==> config.mk <==
export PLATFORM = sky130hd
export DESIGN_NAME = serial_word_feeder
export DESIGN_NICKNAME = d
export VERILOG_FILES = /design/src/rtl/serial_pkg.sv /design/src/rtl/serial_word_feeder.sv
export SDC_FILE = /design/constraint.sdc
export NUM_CORES = 1
export LEC_CHECK = 0
export ABC_AREA = 1
export CAP_MARGIN = 20
export CORE_ASPECT_RATIO = 0.8
export CORE_MARGIN = 2
export CORE_UTILIZATION = 60
export CTS_BUF_LIST = sky130_fd_sc_hd__clkbuf_8
export DETAILED_ROUTE_END_ITERATION = 16
export MAX_ROUTING_LAYER = met4
export PLACE_DENSITY = 0.87
export SLEW_MARGIN = 0
export SYNTH_ARGS = -nofsm -noshare
export SYNTH_HDL_FRONTEND = slang
export SYNTH_SLANG_ARGS = --single-unit
==> constraint.sdc <==
create_clock -name t_clk -period 3.2 [get_ports t_clk]
set_input_delay 0.64 -clock t_clk [delete_from_list [all_inputs] [get_ports t_clk]]
set_output_delay 0.64 -clock t_clk [all_outputs]
set_load 0.005 [all_outputs]
==> src/rtl/serial_pkg.sv <==
// Shared definitions for the bit-serial word path (feeder and downstream deserialiser).
package serial_pkg;

  localparam int WIDTH_DEFAULT = 8;

  typedef enum logic {
    IDLE  = 1'b0,
    SHIFT = 1'b1
  } state_t;

  // Bit-counter width for a word of w bits; never narrower than one bit.
  function automatic int cnt_width(input int w);
    return (w < 2) ? 1 : $clog2(w);
  endfunction

endpackage

==> src/rtl/serial_word_feeder.sv <==
// Double-buffered parallel-to-serial feeder: LSB-first bit stream with per-word
// first/last framing and a word_done pulse after each word's last bit.
module serial_word_feeder
  import serial_pkg::*;
#(
  parameter int WIDTH = WIDTH_DEFAULT
) (
  input  logic             t_clk,
  input  logic             r,
  input  logic [WIDTH-1:0] par_data,
  input  logic             par_valid,
  output logic             par_ready,
  output logic             ser_bit,
  output logic             ser_valid,
  output logic             ser_first,
  output logic             ser_last,
  output logic             word_done
);

  localparam int             CW   = cnt_width(WIDTH);
  localparam logic [CW-1:0] LAST = CW'(WIDTH - 1);

  state_t           state_q, state_d;
  logic [WIDTH-1:0] shreg_q, shreg_d;
  logic [WIDTH-1:0] hold_q, hold_d;
  logic             hold_full_q, hold_full_d;
  logic [CW-1:0]    cnt_q, cnt_d;
  logic             word_done_d;
  logic             xfer;
  logic             at_last;

  assign par_ready = ~hold_full_q;
  assign xfer      = par_valid & par_ready;
  assign at_last   = (cnt_q == LAST);

  // NOTE: every combinational output and next-state value gets a default
  // before the case, so no path leaves a signal unassigned and no latch forms.
  always_comb begin
    state_d     = state_q;
    shreg_d     = shreg_q;
    hold_d      = hold_q;
    hold_full_d = hold_full_q;
    cnt_d       = cnt_q;
    word_done_d = 1'b0;
    ser_bit     = 1'b0;
    ser_valid   = 1'b0;
    ser_first   = 1'b0;
    ser_last    = 1'b0;

    case (state_q)
      IDLE: begin
        if (xfer) begin
          shreg_d = par_data;
          cnt_d   = '0;
          state_d = SHIFT;
        end
      end

      SHIFT: begin
        ser_bit   = shreg_q[0];
        ser_valid = 1'b1;
        ser_first = (cnt_q == '0);
        ser_last  = at_last;
        shreg_d   = shreg_q >> 1;
        cnt_d     = cnt_q + CW'(1);

        if (at_last) begin
          // Word boundary: refill from hold first, else straight from the port.
          word_done_d = 1'b1;
          cnt_d       = '0;
          if (hold_full_q) begin
            shreg_d     = hold_q;
            hold_full_d = 1'b0;
          end else if (xfer) begin
            shreg_d = par_data;
          end else begin
            state_d = IDLE;
          end
        end else if (xfer) begin
          hold_d      = par_data;
          hold_full_d = 1'b1;
        end
      end

      default: state_d = IDLE;
    endcase
  end

  // NOTE: state registers use non-blocking assignments so every flop samples
  // the pre-edge values, independent of block evaluation order.
  always_ff @(posedge t_clk or negedge r) begin
    if (!r) begin
      state_q     <= IDLE;
      shreg_q     <= '0;
      hold_q      <= '0;
      hold_full_q <= 1'b0;
      cnt_q       <= '0;
      word_done   <= 1'b0;
    end else begin
      state_q     <= state_d;
      shreg_q     <= shreg_d;
      hold_q      <= hold_d;
      hold_full_q <= hold_full_d;
      cnt_q       <= cnt_d;
      word_done   <= word_done_d;
    end
  end

endmodule

; ---- After elaboration in Yosys (flattened, before gate mapping)
; Cells that the tools add are included.
[word_totals]
out_inout_bits = 6
regBits = 22
elab_cells = 37
inputBits = 11
[op_classes]
eq_ne = 2
add_sub_neg = 1
n_reduce_logical = 4
bitwise = 4
mux = 20
[op_table]
columns = op, n
row1 = 2-to-1 mux 8 bit, 4
row2 = case mux 8 bit (2 select lines), 1
row3 = 2-to-1 mux 1 bit, 11
row4 = 2-to-1 mux 3 bit, 2
row5 = case mux 3 bit (2 select lines), 1
row6 = "adder 3 x 1 -> 3 bit, second input constant", 1
row7 = "equality test 3 bit, second input constant", 1
row8 = zero test 3 bit, 1
row9 = inverter 1 bit, 3
row10 = AND reduction 3 bit, 1
row11 = "!= test 2 bit, second input constant", 1
row12 = case mux 1 bit (2 select lines), 1
row13 = AND reduction 2 bit, 1
row14 = nonzero test 2 bit, 1
row15 = bitwise AND 1 bit, 1

; ---- Depth between registers and ports, before layout
; Gate-level depths: netlist (run 1).
[logic_depth]
word_depth = 6
depth_mapped = 9
depth_no_buf = 9

; ---- Least setup slack after synthesis (run 1)
; No wires, ideal clock.
[synth_timing]
path_type = register to output
start = register cnt_q[0]
end = output ser_last
t_required_ns = 2.560
slack_ns = 1.572
stages_incl_launch_ff = 5
arrival_ns = 0.988
n_path_buf = 0
path_cell_list = dfrtp_1 > ha_1 > ha_1 > nand2_1 > inv_1
[synth_between]
elab_chain_len = 2
[synth_rtl]
columns = element, line_no
row1 = from (decl), serial_word_feeder.sv:27  ; logic [CW-1:0] cnt_q, cnt_d;
row2 = from (signal assigned), serial_word_feeder.sv:104  ; cnt_q <= cnt_d;
row3 = equality test 3 bit, serial_word_feeder.sv:34  ; assign at_last = (cnt_q == LAST);
row4 = 2-to-1 mux 1 bit, serial_word_feeder.sv:50  ; case (state_q)
row5 = to (decl), serial_word_feeder.sv:16  ; output logic ser_last,
; Every way passes these cells.

; ---- Final worst setup path (run 1)
; Ends and elaborated chain as after synthesis.

==> out/summary.txt, run 1 <==
Leakage Power -> 0.817 nW
CTS tree -> built
Top post-synthesis cells by area -> dfrtp_1 (46%), nand2_1 (26%), nand3_1 (7.1%)
Router iterations before antenna repair -> 5
CTS resizes -> 0
Die X -> 54.1 µm
Max-Slew Margin vs Limit -> 59.1%
Hold Path Cell Cnt -> 2
Part of the cycle the worst path needs -> 79.5%
Setup TNS -> 0 ns
Post-route minimum period -> 2.55 ns
Layout area overhead -> 19.3%
Fmax -> 0.393 GHz
Hold WC Path Type -> reg -> reg
Layout cells sized above 1 -> 8.74%
Avg WL per Cell -> 12.8 µm
Global Route Usage Sum -> 26.8%
PortBufs -> 16
Sink Count -> 22
Worst hold path endpoint -> hold_q[1]
Fill count -> 146
CP Capture Type -> output port
Syn Nets -> 180
Post-CTS Hold Buffers -> 0
Sequential area share after synthesis -> 45.7%
Skew final -> 0.00624 ns
Routed vias -> 1,073
WS Path Type -> reg -> out
Drt drc -> 0
Global-route wire length before repair -> 4380 µm
Final setup fails -> 0
Initial antenna violation count -> 0
Clock Tree Root -> clkbuf_8
Place WS -> 0.980 ns
Share of the synthesized area in the top cell type -> 45.7%
FF-to-FF End -> hold_q[5]
Initial Util -> 63.7%
Final Hold Viols -> 0
Largest net degree at the start of global routing -> 23
Status -> finished clean
Hold path startpoint -> hold_q[1]
Post-layout nets -> 199
R2R Path Start -> state_q
Starting DRT DRC Count -> 46
Dominant cell type by area after synthesis -> dfrtp_1
I/O pins -> 17
Max Transition Viols Final -> 0
Max-Cap Viols -> 0
Clock latency on the worst-skew pair -> 0.26 ns
# rows -> 14
Final instance area -> 0.00144 mm²
R2R depth -> 6
Critical Path Fanout Max -> 6
Yosys reg bits -> 22
Worst Tran Pin Value -> 0.613 ns
RSZ-0062 raised after global routing -> no
Final worst slack -> 0.655 ns
FF-to-FF setup slack -> 1.58 ns
Total core area -> 0.00189 mm²
Post-synthesis cell area -> 0.00120 mm²
Crit start category -> flop
Die Y -> 44.1 µm
ANT nets after route -> 0
DP Area -> 0.00137 mm²
Clk pin slew, worst setup/hold paths -> 0.07 ns
Pwr per Cell Area -> 830 mW/mm²
Total CTS buffers -> 3
Post-CTS Setup Bufs -> 0
Overflow after GRT -> 0
Via density per instance -> 5.18
Syn. warnings -> 0
Detailed placer's ending HPWL -> 1820 µm
Final wirelength -> 2640 µm
Diodes inserted -> 0
Peak VDD IR -> 0.647 mV
Vias in the first global route -> 976
Die Area -> 0.00238 mm²
GPL Wtd Cong -> 0.836
Clock tree buffer depth -> 2
Mean Syn Cell Area -> 7.30 µm²
H-tree depth -> 1
Most frequent cells in the layout -> nand2_1 (84), dfrtp_1 (22), inv_1 (18), nand3_1 (17), clkdlybuf4s50_1 (16)
Final Util -> 76.0%
Critical Path RT -> 2.56 ns
Post-Syn Instances -> 165
Yosys cell types -> 15
Most common cell after layout, fill and taps aside -> nand2_1
CP Data Arrival Time -> 1.91 ns
[power by group]
part | switching, mW | internal (mW) | leakage (nW) | total (mW)
Clock | 0.0885 | 0.110 | 0.0288 | 0.198
Sequential | 0.108 | 0.393 | 0.277 | 0.501
Combinational | 0.289 | 0.205 | 0.510 | 0.493
Total | 0.486 | 0.707 | 0.817 | 1.19
[registers in the layout, indices dropped and copies added (netlist names)]
name         flops
hold_q           8
shreg_q          8
cnt_q            3
hold_full_q      1
state_q          1
word_done        1
[how the worst max path moves through the flow]
stage | endpoint | start | slack (ns) | cells after the start
finish | ser_last | cnt_q[0] | 0.65 | 5
global route | ser_last | cnt_q[0] | 0.54 | 5
CTS | ser_last | cnt_q[0] | 0.68 | 5
detailed placement | ser_last | cnt_q[0] | 0.98 | 5
global placement | ser_last | cnt_q[0] | 1.06 | 5
floorplan | ser_last | cnt_q[0] | 1.57 | 4
[critical path, cell delays in order (launching register included)]
cell	delay, ns
dfrtp_1	0.39
ha_1	0.20
ha_1	0.28
nand2_1	0.12
inv_1	0.14
clkdlybuf4s50_1	0.52
[cell type report]
class	count	area [µm²]	area share, %
Sequential cell	22	551	38.3
Multi-Input combinational cell	118	543	37.8
Timing Repair Buffer	17	175	12.2
Inverter	22	83.8	5.83
Clock buffer	4	55.1	3.83
Tap cell	24	30.0	2.09
[through the flow]
stage,instances,power (mW),hold WS (ns)
floorplan,165,0.831,0.344
global placement,202,0.969,0.466
detailed placement,202,0.991,0.473
CTS,206,1.19,0.493
global route,207,1.30,0.522
finish,207,1.19,0.489
[synth_stat cells, drive strengths merged]
cell / number
clkinv: 1
dfrtp: 22
nand2: 88
inv: 21
buf: 3
ha: 4
o21ai: 5
nor2: 4
nand3: 17
[metal layers]
layer	track usage, %	up-vias	share of wire, %
met4	7.50	0	1.1
li1	-	536	-
met5	-	-	0
met2	38.5	56	45
met1	36.9	477	45
met3	8.45	4	8.6
[kinds of logic after synthesis]
| logic type | Yosys count | share of synthesized area (%) |
|---|---|---|
| AOI/OAI and AO/OA | 5 | 2.08 |
| adders and majority gates | 4 | 4.15 |
| buffers and inverters | 25 | 9.24 |
| DFF | 22 | 45.7 |
| and+or+nand+nor | 109 | 38.8 |
No activity file was read; power rests on OpenSTA's default activity.
==> run 2, diff against run 1 <==
- CORE_UTILIZATION: 60 -> 50
- PLACE_DENSITY: 0.87 -> 0.77
- clock period: 3.2 -> 2.25 ns (I/O delays scaled with it)
==> out/summary.txt, run 2 (synthesized netlist as in run 1, its figures left out) <==
Initial Util -> 54.4%
Max-Cap Viols -> 0
Critical Path Source -> cnt_q[0]
Global Route Usage Sum -> 21.6%
Part of the cycle the worst path needs -> 95.5%
Most frequent cells in the layout -> nand2_1 (84), dfrtp_1 (22), inv_1 (17), nand3_1 (17), clkdlybuf4s50_1 (16)
Router iterations before antenna repair -> 4
Total core area -> 0.00221 mm²
Drt drc -> 0
Initial antenna violation count -> 0
CP Data Arrival Time -> 1.70 ns
Setup TNS -> 0 ns
PortBufs -> 16
FF-to-FF setup slack -> 0.69 ns
H-tree depth -> 1
Post-CTS Hold Buffers -> 0
Post-CTS Setup Bufs -> 0
Number of instances in the placed design -> 205
Post-layout nets -> 200
CTS tree -> built
Vias in the first global route -> 931
Die Y -> 47.9 µm
Largest net degree at the start of global routing -> 23
Max Transition Viols Final -> 0
Non-Filler Instances -> 209
Critical Path Fanout Max -> 6
Fmax -> 0.466 GHz
Avg WL per Cell -> 12.9 µm
Biggest regs -> hold_q (8), shreg_q (8), cnt_q (3)
R2R depth -> 7
ANT nets after route -> 0
I/O pins -> 17
# rows -> 15
Final wirelength -> 2700 µm
Leakage Power -> 0.815 nW
Peak VDD IR -> 0.550 mV
Die X -> 58.9 µm
Post-route minimum period -> 2.15 ns
Overflow after GRT -> 0
Diodes inserted -> 0
Routed vias -> 1,054
Most common cell after layout, fill and taps aside -> nand2_1
Layout cells sized above 1 -> 10.9%
GPL Wtd Cong -> 0.803
Worst Tran Pin Value -> 0.454 ns
FF-to-FF End -> hold_q[5]
Starting DRT DRC Count -> 32
Hold WC Path Type -> reg -> reg
CP Capture Type -> output port
WS Path Type -> reg -> out
Final setup fails -> 0
Clock Tree Root -> clkbuf_8
Detailed placer's ending HPWL -> 1890 µm
R2R Path Start -> state_q
RSZ-0062 raised after global routing -> no
Pwr per Cell Area -> 1200 mW/mm²
Skew final -> 0.00595 ns
Sink Count -> 22
Crit start category -> flop
Layout area overhead -> 21.5%
Critical Path RT -> 1.80 ns
CP Capture Point -> ser_last
Die Area -> 0.00282 mm²
Via density per instance -> 5.04
Max-Slew Margin vs Limit -> 69.5%
Global-route wire length before repair -> 4240 µm
Clock tree buffer depth -> 2
Status -> finished clean
Total CTS buffers -> 3
Final Hold Viols -> 0
Clk pin slew, worst setup/hold paths -> 0.07 ns
Clock latency on the worst-skew pair -> 0.26 ns
[run 2: changes by cell type in the layout (fill, tap and decap cells not counted), sizes merged]
| cell | previous run | this run |
|---|---|---|
| buf | 1 | 2 |
[run 2: worst max-delay path, stage by stage (launching register included)]
cell and delay, ns:
dfrtp_1 0.43, ha_4 0.18, ha_4 0.16, nand2_1 0.08, inv_2 0.10, clkdlybuf4s50_1 0.50
[run 2: final cells by class]
type | count | area (µm²)
flip-flops and latches | 22 | 551
well taps | 25 | 31.3
fillers | 211 | 751
repair buffers | 18 | 175
multi-input cells | 118 | 568
inverters | 22 | 83.8
clock buffers | 4 | 55.1
[run 2: power breakdown]
group          switching [mW]  internal (mW)  leakage (nW)
logic                   0.443          0.319         0.509
registers               0.155          0.559         0.277
clock network           0.121          0.156        0.0288
total                   0.719           1.03         0.815
[run 2: worst min path at each step]
stage                    from        end  slack, ns  cells past startpoint
floorplan                   r   cnt_q[0]       0.15                      0
global placement    hold_q[6]  hold_q[6]       0.46                      2
detailed placement  hold_q[1]  hold_q[1]       0.47                      2
CTS                 hold_q[1]  hold_q[1]       0.49                      2
global route        hold_q[2]  hold_q[2]       0.53                      2
finish              hold_q[6]  hold_q[6]       0.48                      2
[run 2: routing by layer]
layer	up-vias	GRT usage [%]	wire, µm
li1	535	-	-
met1	473	27.4	1220
met3	4	5.14	225
met4	0	5.00	23
met2	42	35.6	1230
met5	-	-	0
[run 2: metrics by stage]
stage | total power [mW] | hold WS [ns] | util (%) | setup slack (ns) | instance area, µm²
global route | 1.90 | 0.526 | 66.1 | 0.0166 | 1460
floorplan | 1.18 | 0.154 | - | 0.812 | 1200
CTS | 1.74 | 0.487 | 65.5 | 0.0158 | 1450
finish | 1.75 | 0.483 | 66.1 | 0.102 | 1460
detailed placement | 1.44 | 0.466 | 62.5 | 0.238 | 1380
global placement | 1.40 | 0.465 | 62.5 | 0.311 | 1380
[run 2: timing repair]
item / 4_1_cts / 5_1_grt
setup endpoints to repair: 1 / 1
pin swaps: 0 / 1
hold endpoints to repair: 0 / 0
resized for setup: 2 / 3
==> run 3, diff against run 2 <==
- SETUP_SLACK_MARGIN: default -> 0.1
==> out/summary.txt, run 3 (synthesized netlist as in run 1, its figures left out) <==
Combinational share of power -> 45.5%
Met1 wire length -> 1220 µm
CTS tree -> built
Peak VDD IR -> 0.584 mV
CP max stage cell -> clkdlybuf4s50_1
Final Hold Viols -> 0
CP Capture Type -> output port
Final worst slack -> 0.206 ns
Most frequent cells in the layout -> nand2_1 (84), dfrtp_1 (22), inv_1 (17), nand3_1 (17), clkdlybuf4s50_1 (15)
RSZ-0062 raised after global routing -> no
Status -> finished clean
Clk network pwr share -> 15.4%
Post-CTS Hold Buffers -> 0
GPL Wtd Cong -> 0.803
Post-route minimum period -> 2.04 ns
CP Data Arrival Time -> 1.59 ns
Worst Path Buf+Inv -> 3
Detailed placer's ending HPWL -> 1890 µm
Crit path cell chain -> buf_4, inv_1, ha_1, nand2_1, nor2_1, clkdlybuf4s50_1
Die Area -> 0.00282 mm²
Clk pin slew, worst setup/hold paths -> 0.07 ns
Total Power -> 1.80 mW
CP max stage delay -> 0.50 ns
Sw frac -> 40.7%
Crit start category -> flop
Die Y -> 47.9 µm
Vias in the first global route -> 950
Fill count -> 204
Initial antenna violation count -> 0
H-tree depth -> 1
Critical Path RT -> 1.80 ns
Pwr per Cell Area -> 1200 mW/mm²
Largest net degree at the start of global routing -> 23
Most common cell after layout, fill and taps aside -> nand2_1
Leakage Power -> 0.852 nW
Worst Tran Pin Value -> 0.460 ns
# rows -> 15
Part of the cycle the worst path needs -> 90.8%
Via density per instance -> 5.01
Die X -> 58.9 µm
Final instance area -> 0.00150 mm²
Place WS -> 0.238 ns
Max-Cap Viols -> 0
Layout cells sized above 1 -> 12.8%
Family with the most delay on the worst path -> buffers and inverters
Fmax -> 0.489 GHz
Clock Tree Root -> clkbuf_8
I/O pins -> 17
Hold WC Path Type -> reg -> reg
Sink Count -> 22
WS Path Type -> reg -> out
Global-route wire length before repair -> 4330 µm
Routed vias -> 1,067
Max Transition Viols Final -> 0
Setup TNS -> 0 ns
Routed met3 length -> 268 µm
Overflow after GRT -> 0
Skew final -> 0.00696 ns
Starting DRT DRC Count -> 40
Router iterations before antenna repair -> 4
Hold Worst Slack -> 0.482 ns
Post-layout nets -> 204
PortBufs -> 16
DP Area -> 0.00138 mm²
Drt drc -> 0
Sequential Power Share -> 39.1%
Layout area overhead -> 24.2%
Top Metal Used -> met4
Max-Slew Margin vs Limit -> 69.1%
Avg WL per Cell -> 13.2 µm
Final setup fails -> 0
Global Route Usage Sum -> 22.2%
Clock tree buffer depth -> 2
Clock latency on the worst-skew pair -> 0.26 ns
Initial Util -> 54.4%
Total core area -> 0.00221 mm²
NetSw -> 0.732 mW
Internal power -> 1.07 mW
Critical Path Fanout Max -> 3
DR WL met2 -> 1270 µm
ANT nets after route -> 0
Final wirelength -> 2810 µm
Total CTS buffers -> 3
Diodes inserted -> 0
Biggest regs -> hold_q (8), shreg_q (8), cnt_q (3)
[run 3: cell type report]
class	instances	area, µm²	share of cell area [%]
Sequential cell	22	551	36.8
Timing Repair Buffer	22	208	13.9
Clock buffer	4	55.1	3.68
Multi-Input combinational cell	118	568	38.0
Inverter	22	83.8	5.60
Tap cell	25	31.3	2.09
[run 3: worst min-delay path, cell delays in order, from the launching register on]
cell and delay, ns:
dfrtp_1 0.34, nand2_1 0.06, nand2_1 0.05
[run 3: final timing paths]
check	from	endpoint	slack, ns	cells past startpoint
min in group asynchronous	r	hold_q[7]	0.52	2
hold reg to reg	hold_q[6]	hold_q[6]	0.48	2
setup reg to reg	cnt_q[0]	hold_q[5]	0.63	9
setup / recovery	cnt_q[0]	ser_first	0.21	6
max in group asynchronous	r	cnt_q[2]	1.49	2
hold / removal	hold_q[6]	hold_q[6]	0.48	2
[run 3: repair_timing]
action,in CTS,in global routing
resized for setup,4,2
endpoints found under the hold margin,0,0
gates cloned,0,0
setup buffers,1,3
setup endpoints to repair,1,2
pin swaps,0,1
[run 3: power by group through the flow]
| stage | Combinational [mW] | Clock [mW] | Sequential, mW |
|---|---|---|---|
| floorplan | 0.519 | 0 | 0.663 |
| global placement | 0.710 | 0 | 0.692 |
| detailed placement | 0.734 | 0 | 0.703 |
| CTS | 0.779 | 0.285 | 0.708 |
| global route | 0.927 | 0.305 | 0.724 |
| finish | 0.818 | 0.277 | 0.704 |
[run 3: layer usage]
metal | track usage [%] | vias up
met5 | - | -
met4 | 5.91 | 0
met3 | 5.14 | 8
met2 | 36.2 | 44
met1 | 28.1 | 469
li1 | - | 546
[run 3: metrics by stage]
step	util (%)	instances
finish	67.6	213
detailed placement	62.5	205
global route	67.6	213
global placement	62.5	205
floorplan	-	165
CTS	66.4	210
